File: src/rtl/muldiv_sequencer_pkg.sv
// Shared definitions for the MUL/DIV bus sequencer: state encoding,
// ALU op codes, latency counter width and the op-to-ALU-code mapping.
package muldiv_sequencer_pkg;

  // 3-bit binary state encoding shared with the main control FSM
  typedef enum logic [2:0] {
    ST_IDLE   = 3'd0,
    ST_LOAD_Y = 3'd1,
    ST_EXEC   = 3'd2,
    ST_WR_LO  = 3'd3,
    ST_WR_HI  = 3'd4,
    ST_DONE   = 3'd5
  } state_t;

  // ALU op codes presented on alu_op
  localparam logic [1:0] ALU_NOP = 2'd0;
  localparam logic [1:0] ALU_MUL = 2'd1;
  localparam logic [1:0] ALU_DIV = 2'd2;

  // Encoding of the op request input
  localparam logic OP_MUL = 1'b0;
  localparam logic OP_DIV = 1'b1;

  // Latency counter width; latencies are limited to 1..63
  localparam int CNT_BITS = 6;

  // Map the latched op bit onto the ALU op code driven during EXEC
  function automatic logic [1:0] alu_code(input logic op_bit);
    logic [1:0] code;
    if (op_bit == OP_DIV) begin
      code = ALU_DIV;
    end else begin
      code = ALU_MUL;
    end
    return code;
  endfunction

endpackage

File: src/rtl/muldiv_sequencer_reg_sel_decoder.sv
// Index-to-one-hot decoder with enable; selects which GP register drives
// the shared bus. All-zero output when disabled.
module muldiv_sequencer_reg_sel_decoder #(
  parameter int IDX_BITS = 4
) (
  input  logic                       en,
  input  logic [IDX_BITS-1:0]        idx,
  output logic [(1<<IDX_BITS)-1:0]   onehot
);

  localparam int OUT_W = 1 << IDX_BITS;

  // Decode the register index into a single asserted select line
  always_comb begin
    onehot = {OUT_W{1'b0}};
    if (en) begin
      onehot[idx] = 1'b1;
    end else begin
      onehot = {OUT_W{1'b0}};
    end
  end

endmodule

File: src/rtl/muldiv_sequencer.sv
// MUL/DIV sequencer: moves Ra into Y, presents Rb with the ALU op until the
// ALU latency has elapsed, then copies Zlow to LO and Zhigh to HI over the
// shared bus. Outputs are registered and derived from the next state and
// next latched fields, so each output is a clean function of the state the
// machine is in during that cycle.
module muldiv_sequencer
  import muldiv_sequencer_pkg::*;
#(
  parameter int MUL_LAT  = 1,
  parameter int DIV_LAT  = 32,
  parameter int REG_BITS = 4
) (
  input  logic                       clk,
  input  logic                       clr,
  input  logic                       start,
  input  logic                       op,
  input  logic [REG_BITS-1:0]        ra,
  input  logic [REG_BITS-1:0]        rb,
  output logic [(1<<REG_BITS)-1:0]   Rout,
  output logic                       Yin,
  output logic                       Zin,
  output logic [1:0]                 alu_op,
  output logic                       ZLowOut,
  output logic                       ZHighOut,
  output logic                       LOin,
  output logic                       HIin,
  output logic                       busy,
  output logic                       done
);

  localparam int NREG = 1 << REG_BITS;

  // Latencies must fit the 6-bit counter and be at least one cycle
  if (MUL_LAT < 1 || MUL_LAT > 63) begin : g_mul_lat_bad
    $error("MUL_LAT out of range 1..63");
  end
  if (DIV_LAT < 1 || DIV_LAT > 63) begin : g_div_lat_bad
    $error("DIV_LAT out of range 1..63");
  end

  localparam logic [CNT_BITS-1:0] MUL_LOAD = CNT_BITS'(MUL_LAT - 1);
  localparam logic [CNT_BITS-1:0] DIV_LOAD = CNT_BITS'(DIV_LAT - 1);

  state_t                state;
  state_t                state_nxt;
  logic [CNT_BITS-1:0]   cnt;
  logic [CNT_BITS-1:0]   cnt_nxt;
  logic                  lat_op;
  logic                  lat_op_nxt;
  logic [REG_BITS-1:0]   lat_ra;
  logic [REG_BITS-1:0]   lat_ra_nxt;
  logic [REG_BITS-1:0]   lat_rb;
  logic [REG_BITS-1:0]   lat_rb_nxt;

  logic                  sel_en;
  logic [REG_BITS-1:0]   sel_idx;
  logic [NREG-1:0]       sel_onehot;

  // Next-state, counter and operand-latch logic
  always_comb begin
    state_nxt  = state;
    cnt_nxt    = cnt;
    lat_op_nxt = lat_op;
    lat_ra_nxt = lat_ra;
    lat_rb_nxt = lat_rb;
    case (state)
      ST_IDLE: begin
        if (start) begin
          lat_op_nxt = op;
          lat_ra_nxt = ra;
          lat_rb_nxt = rb;
          state_nxt  = ST_LOAD_Y;
        end else begin
          state_nxt  = ST_IDLE;
        end
      end
      ST_LOAD_Y: begin
        if (lat_op == OP_DIV) begin
          cnt_nxt = DIV_LOAD;
        end else begin
          cnt_nxt = MUL_LOAD;
        end
        state_nxt = ST_EXEC;
      end
      ST_EXEC: begin
        if (cnt != {CNT_BITS{1'b0}}) begin
          cnt_nxt   = cnt - CNT_BITS'(1);
          state_nxt = ST_EXEC;
        end else begin
          state_nxt = ST_WR_LO;
        end
      end
      ST_WR_LO: begin
        state_nxt = ST_WR_HI;
      end
      ST_WR_HI: begin
        state_nxt = ST_DONE;
      end
      ST_DONE: begin
        // A start here chains straight into the next op with no idle cycle
        if (start) begin
          lat_op_nxt = op;
          lat_ra_nxt = ra;
          lat_rb_nxt = rb;
          state_nxt  = ST_LOAD_Y;
        end else begin
          state_nxt  = ST_IDLE;
        end
      end
      default: begin
        state_nxt = ST_IDLE;
      end
    endcase
  end

  // Bus register select: Ra while loading Y, Rb while the ALU executes
  always_comb begin
    sel_en  = 1'b0;
    sel_idx = lat_rb_nxt;
    if (state_nxt == ST_LOAD_Y) begin
      sel_en  = 1'b1;
      sel_idx = lat_ra_nxt;
    end else if (state_nxt == ST_EXEC) begin
      sel_en  = 1'b1;
      sel_idx = lat_rb_nxt;
    end else begin
      sel_en  = 1'b0;
      sel_idx = lat_rb_nxt;
    end
  end

  muldiv_sequencer_reg_sel_decoder #(
    .IDX_BITS (REG_BITS)
  ) reg_sel_decoder (
    .en     (sel_en),
    .idx    (sel_idx),
    .onehot (sel_onehot)
  );

  // State, counter, latched operands and registered strobe outputs
  always_ff @(posedge clk or posedge clr) begin
    if (clr) begin
      state    <= ST_IDLE;
      cnt      <= {CNT_BITS{1'b0}};
      lat_op   <= 1'b0;
      lat_ra   <= {REG_BITS{1'b0}};
      lat_rb   <= {REG_BITS{1'b0}};
      Rout     <= {NREG{1'b0}};
      Yin      <= 1'b0;
      Zin      <= 1'b0;
      alu_op   <= ALU_NOP;
      ZLowOut  <= 1'b0;
      ZHighOut <= 1'b0;
      LOin     <= 1'b0;
      HIin     <= 1'b0;
      busy     <= 1'b0;
      done     <= 1'b0;
    end else begin
      state    <= state_nxt;
      cnt      <= cnt_nxt;
      lat_op   <= lat_op_nxt;
      lat_ra   <= lat_ra_nxt;
      lat_rb   <= lat_rb_nxt;
      Rout     <= sel_onehot;
      Yin      <= (state_nxt == ST_LOAD_Y);
      Zin      <= (state_nxt == ST_EXEC) && (cnt_nxt == {CNT_BITS{1'b0}});
      alu_op   <= (state_nxt == ST_EXEC) ? alu_code(lat_op_nxt) : ALU_NOP;
      ZLowOut  <= (state_nxt == ST_WR_LO);
      ZHighOut <= (state_nxt == ST_WR_HI);
      LOin     <= (state_nxt == ST_WR_LO);
      HIin     <= (state_nxt == ST_WR_HI);
      busy     <= (state_nxt == ST_LOAD_Y) || (state_nxt == ST_EXEC) ||
                  (state_nxt == ST_WR_LO)  || (state_nxt == ST_WR_HI);
      done     <= (state_nxt == ST_DONE);
    end
  end

endmodule

File: config.mk
export PLATFORM = sky130hd
export DESIGN_NAME = muldiv_sequencer
export DESIGN_NICKNAME = d
export VERILOG_FILES = /design/src/rtl/muldiv_sequencer_pkg.sv /design/src/rtl/muldiv_sequencer_reg_sel_decoder.sv /design/src/rtl/muldiv_sequencer.sv
export SDC_FILE = /design/constraint.sdc
export NUM_CORES = 1
export LEC_CHECK = 0
export CORE_ASPECT_RATIO = 0.9
export CORE_UTILIZATION = 35
export DETAILED_ROUTE_END_ITERATION = 10
export GPL_ROUTABILITY_DRIVEN = 0
export PLACE_DENSITY = 0.7
export REMOVE_ABC_BUFFERS = 1
export SYNTH_ARGS = -nofsm -noshare
export SYNTH_HDL_FRONTEND = slang
export SYNTH_SLANG_ARGS = --single-unit
export TNS_END_PERCENT = 20
File: constraint.sdc
create_clock -name clk -period 4.27 [get_ports clk]
set_clock_uncertainty 0.1 [all_clocks]
set_input_delay 0.427 -clock clk [delete_from_list [all_inputs] [get_ports clk]]
set_output_delay 0.427 -clock clk [all_outputs]
set_load 0.1 [all_outputs]
=== After elaboration in Yosys (flattened, before gate mapping) ===
Cells that the tools add are included.

* Bits in latches: 0
* Bits in writable memories: 0
* Register bits after elaboration: 42
* Memories kept: 0
* Word-level logic and storage cells: 55
* ROM bits: 0
* Bits of input ports: 12

* Magnitude comparators: 2
* Shift operators: 0
* Reductions and logical operators: 9
* Muxes and demuxes: 20
* Add/sub/neg operators: 1
* Divide/modulo/power cells: 0
* Multiply operators: 0
* Equality and inequality tests: 10
* Bitwise operators: 0

{| class="wikitable"
|+ Operators with widths
! operator !! count
|-
| 4-bit 2-to-1 mux || 5
|-
| 16-bit 2-to-1 mux || 1
|-
| 3-bit one-hot mux with 5 select lines || 1
|-
| 3-bit by 2-bit equality test with 1-bit output, second input constant || 4
|-
| 3-bit equality test, second input constant || 4
|-
| 6-bit one-hot mux with 2 select lines || 1
|-
| 1-bit 2-to-1 mux || 7
|-
| 3-bit by 1-bit equality test with 1-bit output, second input constant || 2
|-
| 6-bit zero test || 1
|-
| 6-bit 2-to-1 mux || 1
|-
| 6-bit nonzero test || 1
|-
| 6-bit by 1-bit subtractor with 6-bit output, second input constant || 1
|-
| 4-bit by 5-bit less-than comparator with 1-bit output, second input constant || 1
|-
| 5-bit 2-to-1 mux || 1
|-
| 1-bit demux with 4-bit select || 1
|-
| 4-bit by 1-bit greater-or-equal comparator with 1-bit output, second input constant || 1
|-
| 2-bit 2-to-1 mux || 2
|-
| 3-bit zero test || 1
|-
| 1-bit logical OR || 3
|-
| 1-bit logical AND || 2
|-
| 2-bit OR reduction || 1
|}

=== Logic depth before layout (Yosys ltp) ===
* Depth after elaboration: 10
* Gate-level depth with buffers: 7
* Mapped depth without buffers: 7

=== Cells and area by module ===
From an unflattened synthesis, not the netlist that was laid out.

* Cells, all modules: 145
* Area total of the unflattened synthesis: 1695.4 µm²

{| class="wikitable"
|+ By module, submodules not included
! module !! cells an instance !! instances !! sequential area each (µm²) !! area each (µm²)
|-
| muldiv_sequencer || 122 || 1 || 950.9 || 1577.8
|-
| muldiv_sequencer_reg_sel_decoder || 23 || 1 || 0.0 || 117.6
|}

=== Least setup slack after synthesis ===
OpenSTA, ideal clock, no wires.

* Path kind: reg-to-output
* Start: register, netlist name HIin
* End: output ZHighOut
* Data arrival time: 1.324 ns
* Required time: 3.743 ns
* Cell stages (with the launch flop): 2
* Slack: 2.419 ns
* Cells stage by stage: dfrtp_1 > buf_4

{| class="wikitable"
|+ RTL lines
! what !! line !! RTL
|-
| end, declared || muldiv_sequencer.sv:24 || <nowiki>output logic ZHighOut,</nowiki>
|}

=== Final worst setup path ===
* Start: register state[2]
* End: register Rout[9]

* Longest elaborated chain between the ends: 10
* Elaborated cells on any way between the ends: 21

{| class="wikitable"
|+ RTL lines
! what !! line !! RTL
|-
| start, declared || muldiv_sequencer.sv:44 || <nowiki>state_t state;</nowiki>
|-
| start signal, assigned || muldiv_sequencer.sv:159 || <nowiki>state <= state_nxt;</nowiki>
|-
| 3-bit equality test / 3-bit zero test (equally long branches) || muldiv_sequencer.sv:66 || <nowiki>case (state)</nowiki>
|-
| 2-bit OR reduction (no source line) || -- ||
|-
| 3-bit one-hot mux with 5 select lines || muldiv_sequencer.sv:66 ||
|-
| 3-bit by 1-bit equality test with 1-bit output || muldiv_sequencer.sv:120 || <nowiki>if (state_nxt == ST_LOAD_Y) begin</nowiki>
|-
| 4-bit 2-to-1 mux || muldiv_sequencer.sv:120 ||
|-
| 4-bit by 5-bit less-than comparator with 1-bit output (implied by the code) / 4-bit by 1-bit greater-or-equal comparator with 1-bit output (equally long branches) || muldiv_sequencer_reg_sel_decoder.sv:17 || <nowiki>onehot[idx] = 1'b1;</nowiki>
|-
| 1-bit logical AND (implied by the code) || muldiv_sequencer_reg_sel_decoder.sv:17 ||
|-
| 1-bit 2-to-1 mux (implied by the code) || muldiv_sequencer_reg_sel_decoder.sv:17 ||
|-
| 1-bit demux with 4-bit select || -- ||
|-
| 16-bit 2-to-1 mux (*) || muldiv_sequencer_reg_sel_decoder.sv:16 || <nowiki>if (en) begin</nowiki>
|-
| via reg_sel_decoder.onehot[9] || muldiv_sequencer_reg_sel_decoder.sv:8 || <nowiki>output logic [(1<<IDX_BITS)-1:0] onehot</nowiki>
|-
| end signal, assigned || muldiv_sequencer.sv:148 || <nowiki>Rout <= {NREG{1'b0}};</nowiki>
|-
| end signal, assigned || muldiv_sequencer.sv:164 || <nowiki>Rout <= sel_onehot;</nowiki>
|-
| end, declared || muldiv_sequencer.sv:19 || <nowiki>output logic [(1<<REG_BITS)-1:0] Rout,</nowiki>
|}

Mark *: on every way through the listed nets, which the timed path passes. The rest lies on a longest branch.

==> results.md <==
* Number of cells on the worst hold path at 1
* Row count at 23
* Residual DRC count at 0
* Number of sinks driven by the clock tree at 38
* MaxCap Viol Count at 0
* Die Width at 75.5 microns
* Worst r2r path cells at 5
* Total grt overflow at 0
* Final sum of negative setup slack at 0 ns
* ANT nets after route at 0
* Critical path fanouts, max at 18
* Number of flops mapped to enable cells by yosys at 0
* Final wirelength at 3.47 mm
* Num CTS Buffers at 5
* Outcome: finished, final reports clean
* Die Outline Area at 0.00514 sq mm
* Async set or reset register ratio after synthesis at 100%
* Setup ws final at 1.77 ns
* First-pass DRT Iterations at 4
* Final routed wire length divided by cell count at 13.5 microns
* Minimum setup slack among reg-to-reg paths at 1.77 ns
* Post-route clock period utilization at 58.4%
* Count of final hold-check violations at 0
* Detailed router's first-iteration violation count at 45
* Global-route wire length before repair at 5.53 mm
* Leading cell type by number of instances after synthesis: sky130_fd_sc_hd__dfrtp_1
* Post-synth top area cell: sky130_fd_sc_hd__dfrtp_1
* H-tree depth at 2
* Antenna diode count at 0
* Required time at the endpoint of the critical path at 4.33 ns
* Yosys warnings at 0
* Vertical die dimension at 68.1 microns
* Number of nets in the layout at 207
* Post-synthesis instance total at 156
* Count of distinct cell types in the synthesized netlist at 43
* Count of final setup violators at 0
* Sequential cell area at 951 sq um
* Share of the synthesized area in the top cell type at 55.9%
* Placeable core region at 0.00455 sq mm
* Total Routing Usage GR at 14.8%
* Area used by multi-input combinational logic at 661 sq um
* Number of antenna violations at the first check in global routing at 0
* Dominant synthesized flop cell: sky130_fd_sc_hd__dfrtp_1
* Unrepaired setup endpoints after global routing: false
* Mean instance size in the synthesized netlist at 10.9 sq um
* Pins Over Slew Limit at 0
* Minimum clock period at 2.50 ns
* Clock network latency to the later pin of the worst-skew pair at 0.28 ns
* Clock-pin transition on the worst setup and hold timing paths at 0.08 ns
* Nature of the critical path startpoint: register
* Pin count of the biggest net entering global routing at 39
* Max-Slew Margin vs Limit at 31.5%
* Timing-limited maximum frequency at 401 MHz
* Layout Area Growth over Synthesis at 31.4%
* Post-CTS Setup Repair Bufs at 0
* Number of gates given a new drive strength after cts at 0
* Filler cells at 426
* Critical path class: register to register
* Hold endpoint: cnt[1]$_DFF_PP0_
* Worst-case clock buffer depth at 2
* Top post-synthesis cells by area: sky130_fd_sc_hd__dfrtp_1 56%, sky130_fd_sc_hd__nor2_1 5.7%, sky130_fd_sc_hd__mux2_1 2.6%, sky130_fd_sc_hd__a31oi_1 2.6%, sky130_fd_sc_hd__buf_4 2.2%
* Hold Crit Start: cnt[1]$_DFF_PP0_
* Via count of the first global-routing pass at 1,166
* Layout cell share with drive strength beyond 1 at 10.8%
* Worst Tran Pin Value at 1.02 ns
* Top Ports at 38
* Cell area after synthesis at 0.00170 sq mm
* Worst hold path class: register to register
* Initial core utilization at 37.4%
* Port Buffers at 37
* Hold_ws at 0.449 ns
* Vias after detailed routing at 1,261
* Via-to-Cell Ratio at 4.93
* Crit. End Element: register
* Most frequent cells after synthesis: 38 x sky130_fd_sc_hd__dfrtp_1, 26 x sky130_fd_sc_hd__nor2_1, 8 x sky130_fd_sc_hd__inv_1, 8 x sky130_fd_sc_hd__nand2_1, 7 x sky130_fd_sc_hd__a31oi_1
* Worst reg2reg path startpoint: state[2]$_DFF_PP0_
* CTS tree: done
* Critical Path AT at 2.56 ns
* Dpl ws at 1.68 ns
* Detailed placer's ending HPWL at 2.53 mm
* Number of hold buffers added after cts at 0
* R2r endpoint: Rout[9]$_DFF_PP0_
* Register bit count reported by yosys at 38
* Post-synthesis sequential area ratio at 55.9%
* CTS root buf: sky130_fd_sc_hd__clkbuf_8
registers in the layout, summed over array words and instances, names as in the netlist, 2 cells and up:
signal / flops
Rout: 16
state: 3
lat_rb: 4
cnt: 6
alu_op: 2
cells by family after synthesis:
family | synth area share (%)
buf+inv | 5.22
simple gates | 20.4
fa+ha+maj | 1.47
mux | 3.31
flops | 55.9
compound gates | 12.1
xor+xnor | 1.55
critical path, cell delays in order, from the launching register on:
cell and delay (ns):
sky130_fd_sc_hd__dfrtp_1 0.70, sky130_fd_sc_hd__xor2_1 0.15, sky130_fd_sc_hd__nor3b_2 0.84, sky130_fd_sc_hd__nor3b_1 0.11
sky130_fd_sc_hd__a31oi_1 0.36, sky130_fd_sc_hd__nor2_1 0.10
final cells by class:
cell class              count  area share (%)
flip-flops and latches     38            42.6
multi-input cells         102            29.6
repair buffers             38            16.9
well taps                  62            3.47
clock buffers               5            3.08
clock inverters             3            3.08
inverters                   8            1.34
per-stage QoR:
| step | area (sq um) | util, % | instances |
|---|---|---|---|
| global route | 2230 | 49.1 | 256 |
| global placement | 2100 | 46.1 | 248 |
| detailed placement | 2100 | 46.1 | 248 |
| floorplan | 1640 | - | 148 |
| CTS | 2230 | 49.1 | 256 |
| finish | 2230 | 49.1 | 256 |
metal layers:
layer	vias to the layer above	GRT usage [%]	part of all wire, %
li1	612	-	-
met1	613	20.7	49
met2	34	21.3	45
met3	2	4.42	5.0
met4	0	6.25	0.92
met5	-	0	0
worst max path at each step:
| stage | from | to | slack, ns | depth (start not counted) |
|---|---|---|---|---|
| floorplan | state[2]$_DFF_PP0_ | alu_op[1]$_DFF_PP0_ | 2.10 | 4 |
| global placement | start | alu_op[1]$_DFF_PP0_ | 1.72 | 4 |
| detailed placement | start | alu_op[1]$_DFF_PP0_ | 1.68 | 4 |
| CTS | state[2]$_DFF_PP0_ | alu_op[1]$_DFF_PP0_ | 1.75 | 4 |
| global route | state[2]$_DFF_PP0_ | Rout[5]$_DFF_PP0_ | 1.50 | 5 |
| finish | state[2]$_DFF_PP0_ | Rout[9]$_DFF_PP0_ | 1.77 | 5 |
cells in the final DEF (no fill, tap or decap), types with 2 or more instances in the layout:
master and count:
sky130_fd_sc_hd__dfrtp_1 38, sky130_fd_sc_hd__clkdlybuf4s50_1 37, sky130_fd_sc_hd__nor2_1 26, sky130_fd_sc_hd__inv_1 8, sky130_fd_sc_hd__nand2_1 8, sky130_fd_sc_hd__a31oi_1 7, sky130_fd_sc_hd__o21ai_0 6, sky130_fd_sc_hd__nor3_1 5
sky130_fd_sc_hd__clkbuf_8 5, sky130_fd_sc_hd__mux2_1 4, sky130_fd_sc_hd__nor3b_1 4, sky130_fd_sc_hd__nor3b_2 3, sky130_fd_sc_hd__a21oi_1 3, sky130_fd_sc_hd__nor2b_1 2, sky130_fd_sc_hd__nand2b_1 2, sky130_fd_sc_hd__or3_1 2
sky130_fd_sc_hd__xnor2_1 2, sky130_fd_sc_hd__a21o_1 2, sky130_fd_sc_hd__o22a_1 2, sky130_fd_sc_hd__ha_1 2, sky130_fd_sc_hd__bufinv_16 2
Power is not shown: default switching activity piles up to over one toggle a cycle in this logic, so the estimate is an artifact.
